$ cat src/rtl/reg_file_wb_pkg.sv
// Shared definitions for the CPU register file: default widths, architectural
// register names and the read-source encoding used by the read ports.
package reg_file_wb_pkg;

  localparam int DATA_W_DEF = 32;
  localparam int ADDR_W_DEF = 5;

  // Architectural register indices referenced by the CPU datapath.
  localparam logic [4:0] REG_ZERO = 5'd0;
  localparam logic [4:0] REG_AT   = 5'd1;
  localparam logic [4:0] REG_V0   = 5'd2;
  localparam logic [4:0] REG_A0   = 5'd4;
  localparam logic [4:0] REG_SP   = 5'd29;
  localparam logic [4:0] REG_FP   = 5'd30;
  localparam logic [4:0] REG_RA   = 5'd31;

  // Where a read port takes its data from in the current cycle.
  typedef enum logic [1:0] {
    RD_STORED = 2'd0,
    RD_BYPASS = 2'd1,
    RD_ZERO   = 2'd2
  } rd_src_e;

endpackage

$ cat src/rtl/dec5to32.sv
// Combinational index-to-one-hot decoder with enable; all outputs low when
// the enable is low.
module dec5to32
  import reg_file_wb_pkg::*;
#(
  parameter int ADDR_W = ADDR_W_DEF
) (
  input  logic                 en,
  input  logic [ADDR_W-1:0]    addr,
  output logic [2**ADDR_W-1:0] onehot
);

  genvar gi;
  generate
    for (gi = 0; gi < 2**ADDR_W; gi++) begin : g_bit
      assign onehot[gi] = en & (addr == ADDR_W'(gi));
    end
  endgenerate

endmodule

$ cat src/rtl/reg_file_wb.sv
// 32-entry CPU register file: one synchronous write port driven by the
// write-back destination, two combinational read ports, register 0 reads zero.
module reg_file_wb
  import reg_file_wb_pkg::*;
#(
  parameter int DATA_W = DATA_W_DEF,
  parameter int ADDR_W = ADDR_W_DEF,
  parameter bit BYPASS = 1'b1
) (
  input  logic                 clk,
  input  logic                 reset,
  input  logic                 we,
  input  logic [ADDR_W-1:0]    waddr,
  input  logic [DATA_W-1:0]    wdata,
  input  logic [ADDR_W-1:0]    raddr1,
  input  logic [ADDR_W-1:0]    raddr2,
  output logic [DATA_W-1:0]    rdata1,
  output logic [DATA_W-1:0]    rdata2,
  output logic [2**ADDR_W-1:0] wr_onehot
);

  localparam int                NREG     = 2**ADDR_W;
  localparam logic [ADDR_W-1:0] ZERO_IDX = ADDR_W'(REG_ZERO);

  logic                         we_eff;
  logic [NREG-1:0]              wr_sel;
  logic [DATA_W-1:0]            regs_reg [NREG];
  logic [NREG-1:0]              wr_onehot_reg;
  logic [1:0][ADDR_W-1:0]       raddr_vec;
  logic [1:0][DATA_W-1:0]       rdata_vec;

  // Reset also masks the effective write so the bypass path cannot leak
  // write data onto the read ports while the file is being cleared.
  assign we_eff = we & ~reset & (waddr != ZERO_IDX);

  dec5to32 #(
    .ADDR_W (ADDR_W)
  ) u_dec (
    .en     (we_eff),
    .addr   (waddr),
    .onehot (wr_sel)
  );

  // Entry 0 is never selected by the decoder, so it holds its reset value
  // and is optimised away; the read ports force zero for it regardless.
  always_ff @(posedge clk or posedge reset) begin
    if (reset) begin
      for (int i = 0; i < NREG; i++) begin
        regs_reg[i] <= '0;
      end
      wr_onehot_reg <= '0;
    end else begin
      for (int i = 0; i < NREG; i++) begin
        if (wr_sel[i]) begin
          regs_reg[i] <= wdata;
        end
      end
      wr_onehot_reg <= wr_sel;
    end
  end

  assign wr_onehot = wr_onehot_reg;

  assign raddr_vec[0] = raddr1;
  assign raddr_vec[1] = raddr2;

  genvar gi;
  generate
    for (gi = 0; gi < 2; gi++) begin : g_rd
      rd_src_e           src;
      logic [DATA_W-1:0] val;

      always_comb begin
        src = RD_STORED;
        if (raddr_vec[gi] == ZERO_IDX) begin
          src = RD_ZERO;
        end else if (BYPASS && we_eff && (raddr_vec[gi] == waddr)) begin
          src = RD_BYPASS;
        end
      end

      always_comb begin
        val = regs_reg[raddr_vec[gi]];
        case (src)
          RD_ZERO:   val = '0;
          RD_BYPASS: val = wdata;
          default:   val = regs_reg[raddr_vec[gi]];
        endcase
      end

      assign rdata_vec[gi] = val;
    end
  endgenerate

  assign rdata1 = rdata_vec[0];
  assign rdata2 = rdata_vec[1];

endmodule
$ cat config.mk
export PLATFORM = sky130hd
export DESIGN_NAME = reg_file_wb
export DESIGN_NICKNAME = d
export VERILOG_FILES = /design/src/rtl/reg_file_wb_pkg.sv /design/src/rtl/dec5to32.sv /design/src/rtl/reg_file_wb.sv
export SDC_FILE = /design/constraint.sdc
export NUM_CORES = 2
export LEC_CHECK = 0
export ABC_AREA = 1
export CAP_MARGIN = 20
export CELL_PAD_IN_SITES_DETAIL_PLACEMENT = 1
export CELL_PAD_IN_SITES_GLOBAL_PLACEMENT = 2
export CORE_MARGIN = 2
export CORE_UTILIZATION = 32
export DETAILED_ROUTE_END_ITERATION = 6
export PLACE_DENSITY = 0.86
export SYNTH_ARGS = -nofsm -noshare
export SYNTH_HDL_FRONTEND = slang
export SYNTH_SLANG_ARGS = --single-unit
$ cat constraint.sdc
create_clock -name clk -period 35.3 [get_ports clk]
set_input_delay 3.53 -clock clk [delete_from_list [all_inputs] [get_ports clk]]
set_output_delay 3.53 -clock clk [all_outputs]
set_load 0.005 [all_outputs]
==> impl_metrics.yaml <==
status:
  status: "finished, final reports clean"
detailed_routing:
  vias: 62400
  vias_per_cell: 5.52
  wl_per_cell_um: 24.7
  drtAntennaViolNets: 0
  routed_wl_um: 280000
  drt_iter0_drc: 5644
  first_pass_iters: 6
  drc: 0
place:
  place_area_mm2: 0.0634
  io_buffers: 145
  place.detailed.hpwl_um: 151000
  place_congestion: 0.841
critical_path:
  crit_type: "primary input to output pin"
  cp.arrival_ns: 8.64
  crit_fanout: 147
  required_ns: 31.77
  end_kind: "output pin"
  worstSetupStartpointType: "primary input"
clock_tree:
  cts_buffer_depth: 3
  postCtsSetupBuffers: 0
  clock_sinks: 1056
  clockRootBuffer: "clkbuf_16"
  cts.htree.levels: 4
  numCtsBuffers: 134
  hold_buffers: 0
  clk_latency_ns: 0.80
  cts_resized: 0
  cts_tree: "built"
  path_clk_slew_ns: 0.05
timing:
  rsz0062_at_grt: "false"
  finalSetupViolCount: 0
  finalHoldViolCount: 0
  max_slew_margin_pct: 15.7
  worst_pin_slew_ns: 1.27
  maxSlewViolCount: 0
  fmax_ghz: 0.0822
  period_share_pct: 34.5
  skew_ns: 0
  fin_tns_setup_ns: 0
  holdWs_ns: 0.376
  period_minus_slack_ns: 12.17
pwr:
  p_total_mw: 3.59
  switching_power_mw: 1.14
  clkPwrFrac_pct: 40.5
  powerDensity_mw_per_mm2: 52.8
  pwr-share-seq_pct: 40.3
  p_sw_share_pct: 31.7
  p_comb_share_pct: 19.2
  max-vdd-ir-drop_mv: 0.0464
  p_int_mw: 2.46
  p_leak_nw: 34.0
floorplanning:
  fp.dieH_um: 440
  ios: 146
  die-area_mm2: 0.193
  design.core.area_mm2: 0.188
  die_w_um: 440
  rows: 159
  initial_core_util_pct: 32.3
logic_synthesis:
  post-synth-top-count-cell: "nand2_1"
  yosysSeqAreaShare_pct: 43.5
  synth_edf_count: 0
  syn_avg_cell_area_um2: 6.68
  netlist_area_mm2: 0.0607
  synth_cells: 9088
  synthDistinctLibCells: 23
  yosys-top-cells-count: "nand2_1, nand3_1, inv_1"
  synth_area_leaders: "dfrtp_1, nand2_1, nand3_1"
  synth_top_cell_by_area: "dfrtp_1"
  synth-seq-cells: 1056
  ys.flop_type: "dfrtp_1"
  synth_nets: 9138
  async_reset_ff_share_pct: 100
  ys_warn_count: 0
  synth_top_cell_area_share_pct: 43.5
final_layout:
  regArea_mm2: 0.0264
  drive_above_1_share_pct: 4.52
  multi_input_area_mm2: 0.0274
  area_delta_synth_final_pct: 12.0
  stdcell_area_mm2: 0.0681
  num-nets-final: 8752
  largest_register_ffs: 1024
  fill_cells: 23700
grt:
  grt_pass1_wl_um: 419000
  overflow: 0
  antenna_found_initial: 9
  grt_max_degree: 172
  grt_pass1_vias: 64600
  grtUsageTotal_pct: 28.6
worst_hold_path:
  min_path_type: "register to register"
job:
  maxCapViolCount: 0
[layer usage]
layer	share of wire [%]	GRT usage (%)	routed length, um
met2	46	47.1	128000
met1	42	36.5	118000
met4	5.2	13.8	14500
met5	0.0039	0	11
met3	6.8	4.67	19000
[power by group through the flow]
stage	Clock [mW]	Sequential [mW]	Combinational [mW]
after floorplan	0	1.45	0.469
after global placement	0	1.46	0.656
after detailed placement	0	1.46	0.682
after CTS	1.48	1.45	0.686
after global routing	1.53	1.46	0.781
final	1.46	1.45	0.691
[layout by cell type, fill, tap and decap left out, drive strengths merged, types with 11 or more instances in the layout]
cell and count:
o211ai 64, nand3 1902, inv 1077, dfrtp 1056
clkbuf 190, clkdlybuf4s50 135, or2 11, nand2 3137
bufinv 12, clkinv 28, o21ai 992, nor2 68
buf 114
[cell type report]
cell class	count	share of cell area (%)
clock buffers	190	5.85
multi-input cells	6191	40.3
diodes	6	0.0221
flip-flops and latches	1056	38.8
repair buffers	249	3.51
well taps	2495	4.59
clock inverters	50	0.914
inverters	1070	5.99
[worst max-delay path: stages]
cell and delay (ns):
buf_8 0.19, clkinv_8 0.56, buf_4 0.91, buf_4 0.91
buf_4 0.91, nand2_1 0.13, nand3_1 0.10, nand3_1 0.09
nand3_1 0.12, nand3_1 0.15, nand3_1 0.30, nand2_1 0.09
clkdlybuf4s50_1 0.46
[path summary, 6_finish.rpt]
kind	end	cells past startpoint	slack [ns]	start
setup reg to reg	regs_reg[445]	2	34.52	regs_reg[445]
setup / recovery	rdata1[9]	13	23.13	raddr1[0]
hold reg to reg	regs_reg[1009]	0	0.38	regs_reg[1009]
hold / removal	regs_reg[1009]	0	0.38	regs_reg[1009]
max in group asynchronous	regs_reg[763]	6	27.77	reset
min in group asynchronous	regs_reg[1004]	2	3.37	reset
[kinds of logic (layout without fill, tap and decap cells)]
| group | count (synthesis) | in the layout | synth area share [%] |
|---|---|---|---|
| flip-flops | 1056 | 1056 | 43.5 |
| AND/OR/NAND/NOR | 5126 | 5126 | 35.7 |
| XOR/XNOR | 6 | 6 | 0.0865 |
| other | 1 | 7 | 0.00617 |
| AO/OA/AOI/OAI | 1058 | 1058 | 8.98 |
| buffers and inverters | 1841 | 1559 | 11.8 |
[per-stage QoR]
step / setup slack (ns) / instances / utilization [%]
after global placement: 23.20 / 11100 / 33.7
after floorplan: 2.05 / 9088 / -
after detailed placement: 23.21 / 11100 / 33.7
after CTS: 23.19 / 11300 / 36.1
after global routing: 22.93 / 11300 / 36.2
final: 23.13 / 11300 / 36.2
(Power assumes the default switching activity.)
